===== src/rtl/approx_eval_pkg.sv =====
// Shared types and helpers for the approximate-adder error-evaluation harness.
package approx_eval_pkg;

   typedef enum logic [1:0] {
      ST_IDLE  = 2'd0,
      ST_RUN   = 2'd1,
      ST_DRAIN = 2'd2,
      ST_DONE  = 2'd3
   } state_t;

   localparam int unsigned DEF_W         = 16;
   localparam int unsigned DEF_N_SAMPLES = 1024;
   localparam int unsigned DEF_ACC_W     = 40;
   localparam int unsigned DEF_CNT_W     = 16;

   // Unsigned add clamped to w-bit all-ones; operands must already fit in w bits (w <= 62).
   function automatic logic [63:0] sat_add_u(input logic [63:0] acc,
                                             input logic [63:0] inc,
                                             input int unsigned w);
      logic [63:0] lim;
      logic [63:0] s;
      lim = (64'd1 << w) - 64'd1;
      s   = acc + inc;
      return (s > lim) ? lim : s;
   endfunction

   // Signed add clamped to the w-bit two's-complement range (w <= 62).
   function automatic logic signed [63:0] sat_add_s(input logic signed [63:0] acc,
                                                    input logic signed [63:0] inc,
                                                    input int unsigned w);
      logic signed [63:0] hi;
      logic signed [63:0] lo;
      logic signed [63:0] s;
      hi = $signed((64'd1 << (w - 1)) - 64'd1);
      lo = -hi - 64'sd1;
      s  = acc + inc;
      if (s > hi) return hi;
      if (s < lo) return lo;
      return s;
   endfunction

endpackage


===== src/rtl/approx_adder_err_monitor_if.sv =====
// Operand/sum beat channel from the stimulus source into the error monitor.
interface approx_adder_err_monitor_if
   import approx_eval_pkg::*;
#(
   parameter int unsigned W = DEF_W
);
   logic         in_valid;
   logic         in_ready;
   logic [W-1:0] op_a;
   logic [W-1:0] op_b;
   logic [W:0]   approx_sum;

   modport master (output in_valid, op_a, op_b, approx_sum, input in_ready);
   modport slave  (input in_valid, op_a, op_b, approx_sum, output in_ready);
endinterface


===== src/rtl/err_stat_accum.sv =====
// Second pipeline stage: |error|, first-occurrence max tracking and saturating sums.
module err_stat_accum
   import approx_eval_pkg::*;
#(
   parameter int unsigned W     = DEF_W,
   parameter int unsigned ACC_W = DEF_ACC_W,
   parameter int unsigned CNT_W = DEF_CNT_W
) (
   input  logic                clk,
   input  logic                rst,
   input  logic                clear,
   input  logic                in_v,
   input  logic signed [W+1:0] diff,
   input  logic [W-1:0]        op_a,
   input  logic [W-1:0]        op_b,
   output logic [CNT_W-1:0]    err_count,
   output logic [W:0]          max_abs_err,
   output logic [ACC_W-1:0]    sum_abs_err,
   output logic [ACC_W-1:0]    sum_signed_err,
   output logic [W-1:0]        worst_a,
   output logic [W-1:0]        worst_b
);

   logic [W:0]       abs_c;
   logic [ACC_W-1:0] sum_abs_c;
   logic [ACC_W-1:0] sum_signed_c;

   // Magnitude of a (W+2)-bit difference always fits in W+1 bits.
   assign abs_c = diff[W+1] ? (W+1)'(-diff) : (W+1)'(diff);

   assign sum_abs_c    = ACC_W'(sat_add_u(64'(sum_abs_err), 64'(abs_c), ACC_W));
   assign sum_signed_c = ACC_W'(sat_add_s(64'($signed(sum_signed_err)), 64'(diff), ACC_W));

   // Stat registers: cleared on window start, updated once per beat leaving S1.
   always_ff @(posedge clk or posedge rst) begin
      if (rst) begin
         err_count      <= '0;
         max_abs_err    <= '0;
         sum_abs_err    <= '0;
         sum_signed_err <= '0;
         worst_a        <= '0;
         worst_b        <= '0;
      end else if (clear) begin
         err_count      <= '0;
         max_abs_err    <= '0;
         sum_abs_err    <= '0;
         sum_signed_err <= '0;
         worst_a        <= '0;
         worst_b        <= '0;
      end else if (in_v) begin
         if (diff != '0) err_count <= err_count + CNT_W'(1);
         // Strictly greater keeps the earliest beat on ties.
         if (abs_c > max_abs_err) begin
            max_abs_err <= abs_c;
            worst_a     <= op_a;
            worst_b     <= op_b;
         end
         sum_abs_err    <= sum_abs_c;
         sum_signed_err <= sum_signed_c;
      end
   end

endmodule


===== src/rtl/approx_adder_err_monitor.sv =====
// Windowed error monitor for an approximate adder: FSM, handshake, beat counter and stage S1.
module approx_adder_err_monitor
   import approx_eval_pkg::*;
#(
   parameter int unsigned W         = DEF_W,
   parameter int unsigned N_SAMPLES = DEF_N_SAMPLES,
   parameter int unsigned ACC_W     = DEF_ACC_W,
   parameter int unsigned CNT_W     = DEF_CNT_W
) (
   input  logic                 clk,
   input  logic                 rst,
   input  logic                 start,
   approx_adder_err_monitor_if.slave bus,
   output logic                 busy,
   output logic                 done,
   output logic [CNT_W-1:0]     err_count,
   output logic [W:0]           max_abs_err,
   output logic [ACC_W-1:0]     sum_abs_err,
   output logic [ACC_W-1:0]     sum_signed_err,
   output logic [W-1:0]         worst_a,
   output logic [W-1:0]         worst_b
);

   state_t             state_q, state_d;
   logic               in_ready_q, busy_q, done_q;
   logic               ready_d, busy_d, done_d;
   logic [CNT_W-1:0]   cnt_q;
   logic               accept_c, last_c, enter_run_c;
   logic               s1_v_q;
   logic signed [W+1:0] diff_q;
   logic [W-1:0]       a_q, b_q;
   logic [W:0]         exact_c;
   logic [W+1:0]       diff_c;

   assign bus.in_ready = in_ready_q;
   assign busy         = busy_q;
   assign done         = done_q;

   assign accept_c    = bus.in_valid && in_ready_q;
   assign last_c      = accept_c && (cnt_q == CNT_W'(N_SAMPLES - 1));
   assign enter_run_c = start && ((state_q == ST_IDLE) || (state_q == ST_DONE));

   assign exact_c = (W+1)'(bus.op_a) + (W+1)'(bus.op_b);
   assign diff_c  = (W+2)'(exact_c) - (W+2)'(bus.approx_sum);

   // Next state and next registered status outputs.
   always_comb begin
      state_d = state_q;
      unique case (state_q)
         ST_IDLE:  if (start)   state_d = ST_RUN;
         ST_RUN:   if (last_c)  state_d = ST_DRAIN;
         ST_DRAIN: if (!s1_v_q) state_d = ST_DONE;
         ST_DONE:  if (start)   state_d = ST_RUN;
         default:               state_d = ST_IDLE;
      endcase
      ready_d = (state_d == ST_RUN);
      busy_d  = (state_d == ST_RUN) || (state_d == ST_DRAIN);
      done_d  = (state_d == ST_DONE);
   end

   // FSM state and status registers.
   always_ff @(posedge clk or posedge rst) begin
      if (rst) begin
         state_q    <= ST_IDLE;
         in_ready_q <= 1'b0;
         busy_q     <= 1'b0;
         done_q     <= 1'b0;
      end else begin
         state_q    <= state_d;
         in_ready_q <= ready_d;
         busy_q     <= busy_d;
         done_q     <= done_d;
      end
   end

   // Accepted-beat counter and stage S1 (exact sum and signed difference).
   always_ff @(posedge clk or posedge rst) begin
      if (rst) begin
         cnt_q  <= '0;
         s1_v_q <= 1'b0;
         diff_q <= '0;
         a_q    <= '0;
         b_q    <= '0;
      end else begin
         s1_v_q <= accept_c;
         if (enter_run_c)   cnt_q <= '0;
         else if (accept_c) cnt_q <= cnt_q + CNT_W'(1);
         if (accept_c) begin
            diff_q <= diff_c;
            a_q    <= bus.op_a;
            b_q    <= bus.op_b;
         end
      end
   end

   err_stat_accum #(
      .W     (W),
      .ACC_W (ACC_W),
      .CNT_W (CNT_W)
   ) u_accum (
      .clk            (clk),
      .rst            (rst),
      .clear          (enter_run_c),
      .in_v           (s1_v_q),
      .diff           (diff_q),
      .op_a           (a_q),
      .op_b           (b_q),
      .err_count      (err_count),
      .max_abs_err    (max_abs_err),
      .sum_abs_err    (sum_abs_err),
      .sum_signed_err (sum_signed_err),
      .worst_a        (worst_a),
      .worst_b        (worst_b)
   );

endmodule

===== src/flat_wrapper.sv =====
// flat-port wrapper written by rule: the top's interface ports become plain ports
module approx_adder_err_monitor_flat import approx_eval_pkg::*;
#(
   parameter int unsigned W         = DEF_W,
   parameter int unsigned N_SAMPLES = DEF_N_SAMPLES,
   parameter int unsigned ACC_W     = DEF_ACC_W,
   parameter int unsigned CNT_W     = DEF_CNT_W
)
  (clk, rst, start, busy, done, err_count, max_abs_err, sum_abs_err, sum_signed_err, worst_a, worst_b, bus_in_valid, bus_op_a, bus_op_b, bus_approx_sum, bus_in_ready);
  approx_adder_err_monitor_if #(.W(W)) bus_i ();
  input  logic clk;
  input  logic rst;
  input  logic start;
  output logic busy;
  output logic done;
  output logic [CNT_W-1:0] err_count;
  output logic [W:0] max_abs_err;
  output logic [ACC_W-1:0] sum_abs_err;
  output logic [ACC_W-1:0] sum_signed_err;
  output logic [W-1:0] worst_a;
  output logic [W-1:0] worst_b;
  input wire logic [$bits(bus_i.in_valid)-1:0] bus_in_valid;
  input wire logic [$bits(bus_i.op_a)-1:0] bus_op_a;
  input wire logic [$bits(bus_i.op_b)-1:0] bus_op_b;
  input wire logic [$bits(bus_i.approx_sum)-1:0] bus_approx_sum;
  output wire logic [$bits(bus_i.in_ready)-1:0] bus_in_ready;
  assign bus_i.in_valid = bus_in_valid;
  assign bus_i.op_a = bus_op_a;
  assign bus_i.op_b = bus_op_b;
  assign bus_i.approx_sum = bus_approx_sum;
  assign bus_in_ready = bus_i.in_ready;
  approx_adder_err_monitor #(.W(W), .N_SAMPLES(N_SAMPLES), .ACC_W(ACC_W), .CNT_W(CNT_W)) u_core (.clk(clk), .rst(rst), .start(start), .bus(bus_i), .busy(busy), .done(done), .err_count(err_count), .max_abs_err(max_abs_err), .sum_abs_err(sum_abs_err), .sum_signed_err(sum_signed_err), .worst_a(worst_a), .worst_b(worst_b));
endmodule

===== config.mk =====
export PLATFORM = sky130hd
export DESIGN_NAME = approx_adder_err_monitor_flat
export DESIGN_NICKNAME = d
export VERILOG_FILES = /design/src/rtl/approx_eval_pkg.sv /design/src/rtl/approx_adder_err_monitor_if.sv /design/src/rtl/err_stat_accum.sv /design/src/rtl/approx_adder_err_monitor.sv /design/src/flat_wrapper.sv
export SDC_FILE = /design/constraint.sdc
export NUM_CORES = 1
export LEC_CHECK = 0
export BUFFER_PORTS_ARGS = -buffer_cell sky130_fd_sc_hd__buf_2
export CAP_MARGIN = 20
export CORE_UTILIZATION = 45
export DETAILED_ROUTE_END_ITERATION = 10
export PLACE_DENSITY = 0.65
export RECOVER_POWER = 100
export SLEW_MARGIN = 30
export SYNTH_ARGS = -nofsm -noshare
export SYNTH_HDL_FRONTEND = slang
export SYNTH_SLANG_ARGS = --single-unit
export TNS_END_PERCENT = 50

===== constraint.sdc =====
create_clock -name clk -period 12.02 [get_ports clk]
set_input_delay 1.202 -clock clk [delete_from_list [all_inputs] [get_ports clk]]
set_output_delay 1.202 -clock clk [all_outputs]
set_load 0.02 [all_outputs]

==> results of run 1 <==
## worst min-delay path by stage
stage	slack (ns)	to	cells past startpoint	from
after floorplan	0.45	u_core.b_q[0]	2	u_core.b_q[0]
after global placement	0.46	u_core.b_q[4]	2	u_core.b_q[4]
after CTS	0.48	u_core.b_q[0]	2	u_core.b_q[0]
after detailed placement	0.47	u_core.b_q[0]	2	u_core.b_q[0]
final	0.47	u_core.b_q[0]	2	u_core.b_q[0]
after global routing	0.50	u_core.a_q[2]	2	u_core.a_q[2]
## layout make-up
class,instances,area share
clock buffer,36,0.0470
clock inverter,12,0.0110
inverter,118,0.0275
multi-input combinational,1120,0.493
sequential,217,0.337
tap,396,0.0307
timing repair buffer,213,0.0544
## metrics by stage
step | utilization | area (um2)
after floorplan | - | 14200
after global placement | 0.502 | 15400
after detailed placement | 0.503 | 15500
after CTS | 0.534 | 16400
after global routing | 0.525 | 16100
final | 0.525 | 16100
## critical path, cell delays in order (launching register included)
cell and delay, ns:
dfrtp_1 0.32, clkbuf_1 1.42, mux2i_1 0.54, inv_1 0.13, ha_1 0.31, nor2b_1 0.15, o21a_1 0.12, o21a_1 0.09
o21ai_0 0.07, a21oi_1 0.15, o31a_1 0.15, o211a_1 0.92, clkbuf_1 1.81, mux2i_1 0.35, nor2_1 0.07
## logic make-up after synthesis
kind of cell,count (synthesis),share of synthesized area
buffers and inverters,188,0.0548
XOR/XNOR,100,0.0618
adder cells (fa/ha/maj),121,0.116
multiplexers,52,0.0369
flip-flops,217,0.383
AO/OA/AOI/OAI,405,0.198
AND/OR/NAND/NOR,442,0.149
## synth_stat cells, drive strengths merged (6+ instances only)
master,instances
dfrtp,217
nor2,137
nand2,124
o21ai,120
inv,118
ha,103
a21oi,86
xnor2,54
mux2i,50
clkbuf,48
xor2,46
a221o,37
nand3,37
a21o,36
nor3,34
nand4,26
buf,22
fa,18
a211oi,15
a31oi,14
o21a,14
and2,11
and4,11
nor2b,11
or3,11
and3,10
nand2b,9
o211ai,9
o31ai,9
o211a,7
o21bai,7
a2111oi,6
## registers in the layout (all words and copies together), names as in the netlist
register,count
u_core.done,1
u_core.u_accum.worst_a,16
u_core.busy,1
u_core.bus.in_ready,1
u_core.s1_v_q,1
u_core.b_q,16
u_core.u_accum.worst_b,16
u_core.u_accum.sum_signed_err,40
u_core.u_accum.max_abs_err,17
u_core.state_q,2
u_core.a_q,16
u_core.u_accum.err_count,16
u_core.u_accum.sum_abs_err,40
u_core.cnt_q,16
u_core.diff_q,18
## routing by layer
layer / vias to the layer above / wire length, um / global-route usage
met4: 4 / 714 / 0.0586
met2: 312 / 17000 / 0.369
met1: 5765 / 17800 / 0.330
li1: 5782 / - / -
met3: 59 / 2260 / 0.0444
met5: - / 27 / 0
## power by group through the flow
stage,Clock (W),Sequential (W),Combinational [W]
floorplan,0,0.00130,0.00180
global placement,0,0.00118,0.00254
detailed placement,0,0.00119,0.00259
CTS,0.000866,0.00118,0.00261
global route,0.000896,0.00122,0.00286
finish,0.000849,0.00119,0.00256
==> flow_summary.ini, run 1 <==
[outcome]
status = complete, but fails checks
violations = design-rule violations, max-capacitance violations, max-slew violations

[clock_network]
ctsHoldBuffers = 0
numCtsBuffers = 26
cts_setup_buffers = 0
ctsResizeCount = 0
clock_latency_ns = 0.54
root_buffer = clkbuf_16
htreeDepth = 1
clk_transition_reported_paths_ns = 0.06
cts_sinks = 217
cts_tree = yes
clockBufferDepth = 3

[worst_setup_path]
critPathLaunchType = register
criticalPathCategory = reg -> reg
r2r_end = u_core.u_accum.worst_b[4]
worstReg2RegStart = u_core.diff_q[17]
reg2reg_depth = 14
path_max_fanout = 41
crit_start = u_core.diff_q[17]
endpoint = u_core.u_accum.worst_b[4]
required_ns = 12.25
cp.arrival_ns = 7.19
ff2ff_setup_slack_ns = 5.06
cp-end-kind = register

[run]
maxCapViolCount = 8

[pwr]
intPower_w = 0.00247
p_leak_nw = 7.57
power.total_w = 0.00460
power_density_mw_per_mm2 = 285
swShare = 0.463
p_sw_w = 0.00213
seqPwrFrac = 0.258
clkPwrFrac = 0.185
ir_drop_mv = 0.129
power_frac_comb = 0.557

[layout]
drive_gt1_frac = 0.0752
area_delta_synth_final_pct = 13.9
regArea_mm2 = 0.00543
layout.cells.non_filler = 2112
fillers = 2959
final_nets = 1870
antenna_cells = 0
layout_common_cells = 217 x dfrtp_1, 161 x clkbuf_1, 136 x nor2_1, 124 x nand2_1, 117 x inv_1
layout_commonest_cell = dfrtp_1
multi_input_area_mm2 = 0.00795

[synthesis]
yosysSeqAreaShare = 0.383
synth_seq_cells = 217
synthFlopType = dfrtp_1
synth-edff-count = 0
synth_area_leaders = dfrtp_1 38%, ha_1 9.1%, o21ai_0 3.7%, nor2_1 3.6%, mux2i_1 3.5%
syn_nets = 1699
synth_top_area_frac = 0.383
async_reset_ff_frac = 1.00
yosys.area.top_type = dfrtp_1
yosysWarnings = 0
avgSynthCellArea_um2 = 9.29
syn_area_mm2 = 0.0142
netlist_instances = 1525
synthDistinctLibCells = 82

[placement]
gp_congestion = 0.912
dp_hpwl_um = 27200
portBuffers = 200
place_inst = 2064
place_ws_ns = 7.43

[drt]
routedWlPerCell_um = 17.9
post_drt_via_cell_ratio = 5.64
drtIter0Drc = 752
vias = 11900
first_pass_iters = 8
drc = 32
routed_wl_um = 37800
antenna_left = 0

[sta]
timing.fmax_mhz = 144
rsz0062_at_grt = false
setup_viol = 0
layout_setup_ws_ns = 5.06
post-route-period-util = 0.579
fin_setup_tns_ns = 0
tightest_slew_ns = 4.77
slew_violations = 526
slew_headroom = -2.20
skew_ns = 0.0166
final_hold_viol_count = 0
fin_crit_ns = 6.96
hold_ws_ns = 0.474

[die]
io_pins = 201
die_w_um = 179
core_mm2 = 0.0307
die_h_um = 179
start_util = 0.461
rows = 64
die_area_mm2 = 0.0322

[global_routing]
overflow = 0
track_usage = 0.234
antenna_found_initial = 2
grt_max_degree = 106
grt_pass1_wl_um = 61900
grt_pass1_vias = 11700

[worst_hold_path]
hp-class = reg -> reg
Note: power is estimated with default switching activity, not from simulation.
==> inputs of run 2 (changes only) <==
--- a/config.mk
+++ b/config.mk
@@ -9,7 +9,7 @@
 export CAP_MARGIN = 20
 export CORE_UTILIZATION = 45
 export DETAILED_ROUTE_END_ITERATION = 10
-export PLACE_DENSITY = 0.65
+export PLACE_DENSITY = 0.68
 export RECOVER_POWER = 100
 export SLEW_MARGIN = 30
 export SYNTH_ARGS = -nofsm -noshare
==> constraint.sdc (replaced) <==
create_clock -name clk -period 6.2 [get_ports clk]
set_input_delay 0.62 -clock clk [delete_from_list [all_inputs] [get_ports clk]]
set_output_delay 0.62 -clock clk [all_outputs]
set_load 0.02 [all_outputs]
==> flow_summary.ini, run 2 (same netlist as run 1, synthesis figures left out) <==
[outcome]
status = complete, but fails checks
violations = design-rule violations, max-capacitance violations, max-slew violations

[clock_network]
root_buffer = clkbuf_16
cts_setup_buffers = 0
numCtsBuffers = 27
ctsResizeCount = 0
cts_sinks = 217
clock_latency_ns = 0.56
clk_transition_reported_paths_ns = 0.06
clockBufferDepth = 3
cts_tree = yes
htreeDepth = 1
ctsHoldBuffers = 0

[placement]
dp_hpwl_um = 27600
portBuffers = 200
place_inst = 2062
gp_congestion = 0.886

[sta]
fin_setup_tns_ns = 0
slew_violations = 196
post-route-period-util = 0.813
setup_viol = 0
timing.fmax_mhz = 198
rsz0062_at_grt = false
skew_ns = 0.0230
fin_crit_ns = 5.04
slew_headroom = -1.33
final_hold_viol_count = 0
tightest_slew_ns = 3.49

[worst_hold_path]
hp-class = in -> async

[drt]
routed_wl_um = 38200
routedWlPerCell_um = 18.1
antenna_left = 0
drc = 28
post_drt_via_cell_ratio = 5.67
drtIter0Drc = 776
vias = 12000
first_pass_iters = 8

[worst_setup_path]
cp_slowest_stage_delay_ns = 0.89
path_max_fanout = 39
slowest_stage = clkbuf_1
critPathLaunchType = register
cp.arrival_ns = 5.46
crit_chain = clkbuf_1 -> ha_1 -> a21o_1 -> a21o_1 -> a21oi_1 -> o21ai_0 -> nor4_2 -> nor2_1 -> nor4b_1 -> a211oi_4 -> clkbuf_2 -> a221o_1
cp-end-kind = register
crit_top_cell = a21o_1
criticalPathCategory = reg -> reg
required_ns = 6.62

[layout]
layout_commonest_cell = dfrtp_1
drive_gt1_frac = 0.0810
layout_common_cells = 217 x dfrtp_1, 153 x clkbuf_1, 136 x nor2_1, 123 x nand2_1, 117 x inv_1
area_delta_synth_final_pct = 14.0
top_regs = u_core.u_accum.sum_abs_err: 40 flops, u_core.u_accum.sum_signed_err: 40 flops, u_core.diff_q: 18 flops
layout.cells.non_filler = 2113
final_nets = 1871

[global_routing]
antenna_found_initial = 5
grt_pass1_wl_um = 62200
track_usage = 0.235
grt_max_degree = 131
grt_pass1_vias = 11700
overflow = 0

[pwr]
ir_drop_mv = 0.249
power_density_mw_per_mm2 = 551
p_leak_nw = 7.56

[die]
die_area_mm2 = 0.0322
start_util = 0.461
io_pins = 201
die_w_um = 179
rows = 64
die_h_um = 179
core_mm2 = 0.0307

[run]
maxCapViolCount = 2
[run 2: per-layer routing]
layer  vias up  GRT usage  share of wire
met2       345      0.377           0.45
met1      5765      0.322           0.46
li1       5804          -              -
met3        55     0.0456          0.067
met4         8     0.0700          0.024
met5         -          0         0.0012
[run 2: critical path: cells and delay by family (launching register included)]
family	cells	cell delay [ns]
buf+inv	2	1.44
simple gates	3	0.96
fa+ha+maj	1	0.49
compound gates	6	1.30
flops	1	0.70
[run 2: area by class of cell]
type | instances | area [um2]
timing repair buffer | 213 | 910
inverter | 118 | 444
antenna | 1 | 2.50
sequential | 217 | 5430
tap | 396 | 495
multi-input combinational | 1120 | 7960
clock inverter | 13 | 139
fill | 2945 | 14600
clock buffer | 35 | 766
[run 2: final timing paths]
check / start / to / slack (ns) / depth (start not counted)
setup / recovery: u_core.diff_q[17] / u_core.u_accum.sum_signed_err[14] / 1.16 / 12
hold / removal: rst / u_core.u_accum.sum_abs_err[13] / 0.27 / 2
setup reg to reg: u_core.diff_q[17] / u_core.u_accum.sum_signed_err[14] / 1.16 / 12
hold reg to reg: u_core.b_q[6] / u_core.b_q[6] / 0.48 / 2
max in group asynchronous: rst / u_core.b_q[3] / 2.12 / 3
min in group clk: bus_op_b[0] / u_core.b_q[0] / 0.34 / 3
[run 2: stage by stage]
| step | setup WS (ns) | hold slack [ns] | utilization | area [um2] | total power (W) |
|---|---|---|---|---|---|
| after detailed placement | 1.86 | 0.471 | 0.502 | 15400 | 0.00733 |
| final | 1.16 | 0.275 | 0.525 | 16100 | 0.00889 |
| after CTS | 1.87 | 0.138 | 0.532 | 16400 | 0.00898 |
| after floorplan | 2.22 | 0.445 | - | 14200 | 0.00601 |
| after global routing | 0.780 | 0.346 | 0.525 | 16100 | 0.00958 |
| after global placement | 1.95 | 0.462 | 0.502 | 15400 | 0.00723 |
[run 2: power breakdown]
part,switching [W],leakage (nW),internal (W)
Clock,0.000638,0.448,0.000955
Combinational,0.00308,4.22,0.00189
Sequential,0.000457,2.89,0.00187
Total,0.00418,7.56,0.00472
